### config.mk
export PLATFORM = sky130hd
export DESIGN_NAME = mano_cpu_param
export DESIGN_NICKNAME = d
export VERILOG_FILES = /design/src/rtl/mano_cpu_param.sv
export SDC_FILE = /design/constraint.sdc
export NUM_CORES = 1
export LEC_CHECK = 0
export CAP_MARGIN = 10
export CORE_MARGIN = 10
export CORE_UTILIZATION = 30
export DETAILED_ROUTE_END_ITERATION = 16
export HOLD_SLACK_MARGIN = 0.05
export PLACE_DENSITY_LB_ADDON = 0.2
export SLEW_MARGIN = 20
export SYNTH_ARGS = -nofsm -noshare
export SYNTH_HDL_FRONTEND = slang
export SYNTH_SLANG_ARGS = --single-unit
export TNS_END_PERCENT = 20
### constraint.sdc
create_clock -name clk -period 3.8 [get_ports clk]
set_clock_uncertainty 0.15 [all_clocks]
set_input_delay 1.14 -clock clk [delete_from_list [all_inputs] [get_ports clk]]
set_output_delay 1.14 -clock clk [all_outputs]
set_load 0.02 [all_outputs]
### src/rtl/mano_cpu_param.sv
`timescale 1ns/1ps
// Parametrised Mano-style accumulator computer: fetch/execute sequencer, prioritised vectored
// interrupts with hardware return address, halt state and a preload port that is live during reset.
module mano_cpu_param #(
    parameter int DATA_W     = 8,
    parameter int ADDR_W     = 5,
    parameter int NUM_IRQ    = 2,
    parameter int VEC_BASE   = 16,
    parameter int VEC_STRIDE = 2,
    parameter int RESET_PC   = 0
) (
    input  logic                clk,
    input  logic                rst_n,
    input  logic                ld_en,
    input  logic [ADDR_W-1:0]   ld_addr,
    input  logic [DATA_W-1:0]   ld_data,
    input  logic [NUM_IRQ-1:0]  irq,
    output logic [NUM_IRQ-1:0]  irq_ack,
    output logic [ADDR_W-1:0]   pc,
    output logic [DATA_W-1:0]   ac,
    output logic                e,
    output logic                ien,
    output logic                halted
);

    localparam int K_W   = (NUM_IRQ > 1) ? $clog2(NUM_IRQ) : 1;
    localparam int LO_W  = (ADDR_W > 5) ? ADDR_W : 5;
    localparam int DEPTH = 2 ** ADDR_W;

    typedef enum logic [2:0] {S_T0, S_T1, S_T2, S_T3, S_T4, S_I0, S_HLT} state_t;

    state_t             state, state_nxt;
    logic [DATA_W-1:0]  mem [DEPTH];
    logic [ADDR_W-1:0]  ar, ar_nxt, pc_nxt, ret_pc, ret_nxt;
    logic [2:0]         ir_op, ir_op_nxt;
    logic [LO_W-1:0]    ir_lo, ir_lo_nxt;
    logic [DATA_W-1:0]  dr, dr_nxt, ac_nxt, ac_t, mem_rd, mem_wdata;
    logic               e_nxt, ien_nxt, halted_nxt, mem_we, last;
    logic [K_W-1:0]     irq_k, irq_k_nxt;

    function automatic logic [K_W-1:0] lowest_irq(input logic [NUM_IRQ-1:0] req);
        lowest_irq = '0;
        for (int i = NUM_IRQ - 1; i >= 0; i--) begin
            if (req[i]) lowest_irq = K_W'(i);
        end
    endfunction

    function automatic logic [ADDR_W-1:0] vec_addr(input logic [K_W-1:0] k);
        return ADDR_W'(VEC_BASE) + ADDR_W'(int'(k) * VEC_STRIDE);
    endfunction

    assign mem_rd  = mem[ar];
    assign irq_ack = (state == S_I0) ? (NUM_IRQ'(1) << irq_k) : '0;

    always_comb begin
        state_nxt  = state;
        pc_nxt     = pc;
        ar_nxt     = ar;
        ir_op_nxt  = ir_op;
        ir_lo_nxt  = ir_lo;
        dr_nxt     = dr;
        ac_nxt     = ac;
        ac_t       = ac;
        e_nxt      = e;
        ien_nxt    = ien;
        halted_nxt = halted;
        ret_nxt    = ret_pc;
        irq_k_nxt  = irq_k;
        mem_we     = 1'b0;
        mem_wdata  = '0;
        last       = 1'b0;

        case (state)
            S_T0: begin
                ar_nxt    = pc;
                state_nxt = S_T1;
            end
            S_T1: begin
                ir_op_nxt = mem_rd[DATA_W-1 -: 3];
                ir_lo_nxt = mem_rd[LO_W-1:0];
                pc_nxt    = pc + 1'b1;
                state_nxt = S_T2;
            end
            S_T2: begin
                ar_nxt    = ir_lo[ADDR_W-1:0];
                state_nxt = S_T3;
            end
            S_T3: begin
                case (ir_op)
                    3'd0, 3'd1, 3'd2: begin
                        dr_nxt    = mem_rd;
                        state_nxt = S_T4;
                    end
                    3'd3: begin
                        mem_we    = 1'b1;
                        mem_wdata = ac;
                        last      = 1'b1;
                    end
                    3'd4: begin
                        pc_nxt = ar;
                        last   = 1'b1;
                    end
                    3'd5: begin
                        mem_we    = 1'b1;
                        mem_wdata = DATA_W'(pc);
                        ar_nxt    = ar + 1'b1;
                        state_nxt = S_T4;
                    end
                    3'd6: begin
                        if (ir_lo[2]) begin
                            pc_nxt  = ret_pc;
                            ien_nxt = 1'b1;
                        end
                        if (ir_lo[0]) ien_nxt = 1'b1;
                        // IOF is applied last so it overrides ION/RTI in the same word
                        if (ir_lo[1]) ien_nxt = 1'b0;
                        last = 1'b1;
                    end
                    default: begin
                        if (ir_lo[3]) ac_t = '0;
                        if (ir_lo[2]) ac_t = ~ac_t;
                        if (ir_lo[1]) ac_t = ac_t + 1'b1;
                        ac_nxt = ac_t;
                        if (ir_lo[4] && ac == '0) pc_nxt = pc + 1'b1;
                        if (ir_lo[0]) halted_nxt = 1'b1;
                        last = 1'b1;
                    end
                endcase
            end
            S_T4: begin
                case (ir_op)
                    3'd0:    ac_nxt = ac & dr;
                    3'd1:    {e_nxt, ac_nxt} = {1'b0, ac} + {1'b0, dr};
                    3'd2:    ac_nxt = dr;
                    3'd5:    pc_nxt = ar;
                    default: ;
                endcase
                last = 1'b1;
            end
            S_I0: begin
                ret_nxt   = pc;
                pc_nxt    = vec_addr(irq_k);
                ien_nxt   = 1'b0;
                state_nxt = S_T0;
            end
            S_HLT: state_nxt = S_HLT;
            default: state_nxt = S_T0;
        endcase

        // Interrupt check uses the enable as this instruction leaves it, so ION/RTI take effect at once
        if (last) begin
            if (halted_nxt) begin
                state_nxt = S_HLT;
            end else if (ien_nxt && (|irq)) begin
                state_nxt = S_I0;
                irq_k_nxt = lowest_irq(irq);
            end else begin
                state_nxt = S_T0;
            end
        end
    end

    always_ff @(posedge clk) begin
        if (!rst_n) begin
            state  <= S_T0;
            pc     <= ADDR_W'(RESET_PC);
            ac     <= '0;
            e      <= 1'b0;
            ien    <= 1'b0;
            halted <= 1'b0;
            ret_pc <= '0;
        end else begin
            state  <= state_nxt;
            pc     <= pc_nxt;
            ac     <= ac_nxt;
            e      <= e_nxt;
            ien    <= ien_nxt;
            halted <= halted_nxt;
            ret_pc <= ret_nxt;
        end
    end

    always_ff @(posedge clk) begin
        ar    <= ar_nxt;
        ir_op <= ir_op_nxt;
        ir_lo <= ir_lo_nxt;
        dr    <= dr_nxt;
        irq_k <= irq_k_nxt;
    end

    // Preload owns the write port during reset; program stores only when running
    always_ff @(posedge clk) begin
        if (!rst_n) begin
            if (ld_en) mem[ld_addr] <= ld_data;
        end else if (mem_we) begin
            mem[ar] <= mem_wdata;
        end
    end

endmodule
# Yosys cells after proc, flatten, opt, wreduce, memory -nomap -nowiden
# Memories as Yosys holds them, arrays and structs flattened. A register that Yosys moved wholly into a read port is not among the register bits.
# Cells that the tools add are included.
# op_classes
add_sub_neg,5
n_eq_ne,21
n_shift,1
muxes,48
n_bitwise,3
n_reduce_logical,22
# ops
cell,n
two-way mux 8 bit,10
one-hot mux 8 bit (2 select lines),2
two-way mux 5 bit,6
one-hot mux 5 bit (3 select lines),2
one-hot mux 8 bit (3 select lines),1
one-hot mux 5 bit (4 select lines),1
== test 3 bit (second input constant),6
two-way mux 1 bit,18
one-hot mux 3 bit (6 select lines),1
== test 3 x 2 -> 1 bit (second input constant),4
two-way mux 3 bit,4
adder 5 x 1 -> 5 bit (second input constant),2
adder 8 x 8 -> 9 bit,1
adder 8 x 1 -> 8 bit (second input constant),1
bitwise AND 8 bit,1
logical NOT 8 bit,1
inequality test 2 bit (second input constant),4
inverter 8 bit,1
AND reduction 2 bit,4
OR reduction 8 bit,1
OR reduction 7 bit,1
== test 3 x 1 -> 1 bit (second input constant),2
logical NOT 3 bit,2
inequality test 3 bit (second input constant),2
other kinds (18),22
# word_totals
reg_bits,46
mem_bits_rw,256
inputBits,18
elab_cells,113
mem_count,1
# memory_table
name,depth,word_bits,read_ports,rd_clocked_by_memory_dff,write_ports,line,rtl
mem,32,8,1,1,1,33,logic [DATA_W-1:0] mem [DEPTH];

# Logic depth before layout (Yosys ltp)
# depth
depth_word,12
mapped_depth,11
ltp_nobuf,10

# Least setup slack after synthesis
# No wires, ideal clock.
# synth_timing
path_kind,input to register
from,input port rst_n
to,"memory mem[0][5], data pin"
arrival_ns,3.008
t_required_ns,3.196
slack_ns,0.188
path_stages,6
cell_sequence,nand2_1 nor2_4 nand2_1 nor2_1 a21oi_1 o21ai_0
# synth_via
elab_chain_len,4
# synth_lines
element,line,rtl
from (decl),13,"input logic rst_n,"
two-way mux 1 bit,193,if (!rst_n) begin
two-way mux 1 bit (implied by the code),196,mem[ar] <= mem_wdata;
OR reduction 8 bit (no line),n/a,
two-way mux 8 bit (no line),n/a,
to (decl),33,
# No other way between the ends.

# Worst setup path after layout
# layout_timing
from,register state[1]
to,output port irq_ack[1]
# layout_via
elab_chain_len,2
# layout_lines
element,line,rtl
from (decl),32,"state_t state, state_nxt;"
from (signal assigned),173,state <= state_nxt;
== test 3 bit,53,assign irq_ack = (state == S_I0) ? (NUM_IRQ'(1) << irq_k) : '0;
two-way mux 2 bit,53,
to (decl),18,"output logic [NUM_IRQ-1:0] irq_ack,"
# No other way between the ends.

==> results list <==
- Setup violations remaining at the end of the flow were counted as 0.
- Main combinational cell family by area after synthesis: multiplexers
* Share of the yosys chip area belonging to registers: 65.8%
* Setup repair after global routing missed its margin: no
* Total net switching power: 2230 uW
* Final design area excluding fillers: 16200 um^2
- Final Max Slew Viols: 0
- Crit path launch type: register
- Clock tree synthesis selected as its root buffer the cell sky130_fd_sc_hd__clkbuf_16.
- The die is 233 um tall.
- Clock tree synthesis inserted a total of 35 buffers.
- Hold repair after CTS inserted 0 buffers.
- In this run, distinct cell masters in the synthesized netlist total 68.
- The endpoint identified for the worst register-to-register timing path is mem[3][5].
- Mapped Cells: 851
- DRC Markers: 0
- The die covers 54200 um^2.
- Total leakage power: 0.00520 uW
* Core Box Area: 44500 um^2
- VDD sags by at most 0.000279 V.
- The synthesized netlist devotes 7.71% of its cell area to compound gates.
- Initial Util: 30.5%
- Number of I/O pins: 36
- Min-delay worst type: reg2reg
- Share of power burned in the clock network: 36.4%
- Share of the synthesized netlist area taken by xor and xnor gates: 1.29%
- Detailed-route via count: 8003
- The H-tree was split into 2 levels.
* Ys flop type: sky130_fd_sc_hd__edfxtp_1
* Worst-path cell with the longest stage delay: sky130_fd_sc_hd__clkdlybuf4s50_1
- Cell area power density: 527 nW/um^2
- Synthesized Nets: 881
- Maximum number of pins on one net before global-route repair: 38
* Clock-pin transition on the worst setup and hold timing paths: 50 ps
- Fin crit share: 86.3%
* Number of global-route vias before repair: 8000
- In this run, synthesis produced a sequential element count of 307.
* Crit Path Category: reg2out
- Worst hold endpoint: ret_pc[4]
* Count of filler cells inserted in the layout: 4221
- Basic-gate share of the synthesized area counting and, or, nand and nor cells: 6.58%
- Reg-to-reg startpoint: ir_op[2]
- Net switching fraction of the power: 26.1%
- Final #Nets: 978
- The clock net in this run drives a total of 307 sinks.
- Dividing the detail-routed via count by the number of cells gives 5.11.
* Kind of end point of the critical path: output port
- Run status: completed
- Once the clock tree was built, the setup fixing pass inserted 0 buffers.
* CTS tree: built
- Hold Path Cell Cnt: 2
- Residual overflow from global routing: 0
* Arithmetic-cell share of the synthesized area counting full adders, half adders and majority gates: 1.16%
* Number of warning messages in the yosys log: 0
* CP max FO: 6
* Aggregate global-route resource usage: 13.3%
- Once detail routing completed, the nets flagged for antenna violations numbered 0.
- Cell Area, Placed: 15100 um^2
- The worst pin sits at a relative slew slack of 39.5%.
* Worst Reg2Reg Path Length in Cells: 6
* Internal cell power: 6310 uW
- Max cap viols: 0
- Input and output buffers added on the ports amount to 35.
- Layout cells sized above 1: 24.2%
- From synthesis to final layout, the design area changed by 19.2%.
* Slowest stage delay, CP: 600 ps
* Worst-case clock buffer depth: 3
* Latest clock arrival within the worst-skew pair: 520 ps
- Worst-margin pin slew: 908 ps
* Share of synthesized area spent on multiplexers: 15.2%
- EDFF count, synth: 278
* First-pass GRT wire length: 53.9 mm
- Average footprint of a synthesized cell: 16.0 um^2
- The initial antenna violation count came to 0.
- Per report_power, the combinational group accounts for 16.7% of the total.
- Share of synthesized flip-flops with an asynchronous set or reset: 0%
- Placer congestion estimate: 0.809
- Setup total negative slack on the finished layout was measured at 0 ps.
* Upper clock frequency limit: 305 MHz
* Number of endpoints with negative hold slack in the final report: 0
* Worst reg2reg setup slack: 810 ps
* HPWL reported at the end of detailed placement: 24.2 mm
- Endpoint arrival time on the critical path: 1990 ps
- Min-Delay Startpoint: ret_pc[4]
- Synthesized cell area: 13600 um^2
- Cell breakdown of the critical path: nor2b_1 -> buf_4 -> and3_1 -> clkdlybuf4s50_1
- First-pass detailed-route iteration total: 5
- Counting I/O delays and the setup requirement, the final critical path takes 3280 ps.
* Number of diodes: 0
- The die is 233 um wide.
- For the worst setup path, the data required time is 2510 ps.
* Placement row count: 77
- Quantity of gates resized following cts: 0
* Iteration-0 DRC count of the detailed router: 695
- Sequential Power Share: 46.9%
* Wirelength, routed: 36.1 mm
- Dividing the detail-routed wire length by the instance count gives 23.1 um.
==> cells in the final DEF (no fill, tap or decap), drive strengths merged, types with 3 or more instances in the layout <==
| cell | count |
|---|---|
| nor2 | 37 |
| o22a | 6 |
| o21a | 3 |
| clkdlybuf4s50 | 35 |
| xnor2 | 15 |
| and2 | 3 |
| nor3 | 30 |
| a211oi | 3 |
| mux2 | 14 |
| clkbuf | 42 |
| edfxtp | 278 |
| nand2b | 11 |
| nor3b | 5 |
| a22oi | 6 |
| ha | 11 |
| o21ai | 43 |
| nor4b | 3 |
| nand3 | 13 |
| nand2 | 38 |
| buf | 80 |
| mux2i | 11 |
| inv | 15 |
| mux4 | 80 |
| a31oi | 16 |
| a21o | 5 |
| o31a | 3 |
| nor4 | 5 |
| dfxtp | 29 |
| o22ai | 14 |
| xor2 | 5 |
| o211ai | 6 |
| nand3b | 3 |
| clkinv | 19 |
| nor2b | 16 |
| a21oi | 33 |
| o211a | 3 |
==> critical path: cells and delay by family, from the launching register on <==
| family | cells | cell delay [ps] |
|---|---|---|
| buffers and inverters | 2 | 750 |
| DFF | 1 | 380 |
| and+or+nand+nor | 2 | 340 |
==> cell usage after synthesis (all sizes together), types with 16 or more instances <==
| master | instances | area, um^2 |
|---|---|---|
| dfxtp | 29 | 581 |
| mux4 | 80 | 1800 |
| o21ai | 43 | 215 |
| buf | 26 | 138 |
| nor2 | 37 | 146 |
| clkbuf | 29 | 109 |
| a31oi | 16 | 100 |
| nor3 | 30 | 150 |
| edfxtp | 278 | 8350 |
| a21oi | 33 | 165 |
| nand2 | 38 | 143 |
| nor2b | 16 | 100 |
==> worst max path at each step <==
stage | slack [ps] | start | endpoint | cells after the start
after floorplan | 190 | rst_n | mem[0][5] | 6
after global placement | 170 | rst_n | mem[3][1] | 7
after detailed placement | 160 | rst_n | mem[3][5] | 7
after CTS | 480 | state[1] | irq_ack[1] | 4
after global routing | 420 | state[1] | irq_ack[1] | 4
final | 520 | state[1] | irq_ack[1] | 4
==> stage by stage <==
stage          setup WS, ps  total power [uW]  cells  utilization, %  hold slack (ps)
6_report                521              8530   1566            36.3              326
3_5_place_dp            165              5520   1503            34.0              322
3_3_place_gp            172              5530   1503            34.0              316
2_1_floorplan           188              4960    851               -              294
5_1_grt                 419              8910   1566            36.3              373
4_1_cts                 481              8670   1566            36.3              329
==> kinds of logic after synthesis <==
logic type,count (synthesis)
flops,307
simple gates,174
compound gates,163
mux,105
buf+inv,70
xor+xnor,20
fa+ha+maj,12
==> power groups by stage <==
stage	sequential, uW	combinational, uW	clock [uW]
after CTS	4010	1450	3210
final	4000	1430	3100
after global placement	4080	1450	0
after detailed placement	4070	1450	0
after floorplan	3960	998	0
after global routing	4020	1530	3350
==> state kept, by name, summed over array words and instances (netlist names), 3 cells and up, named ones only <==
| name | cells |
|---|---|
| ac | 8 |
| ar | 5 |
| dr | 8 |
| ir_lo | 5 |
| ir_op | 3 |
| mem | 256 |
| pc | 5 |
| ret_pc | 5 |
| state | 3 |
==> routing by layer <==
layer | global-route usage (%) | part of all wire (%)
met1 | 18.0 | 45
met2 | 20.8 | 47
met3 | 2.62 | 5.4
met4 | 4.85 | 2.9
met5 | 0 | 0
==> layout make-up <==
cell class / count / area [um^2] / share of cell area, %
Timing Repair Buffer: 115 / 1010 / 6.27
Multi-Input combinational cell: 474 / 4370 / 27.0
Sequential cell: 307 / 8930 / 55.2
Clock buffer: 42 / 923 / 5.71
Tap cell: 592 / 741 / 4.58
Clock inverter: 21 / 134 / 0.828
Inverter: 15 / 56.3 / 0.348
No activity file was read; power rests on OpenSTA's default activity.
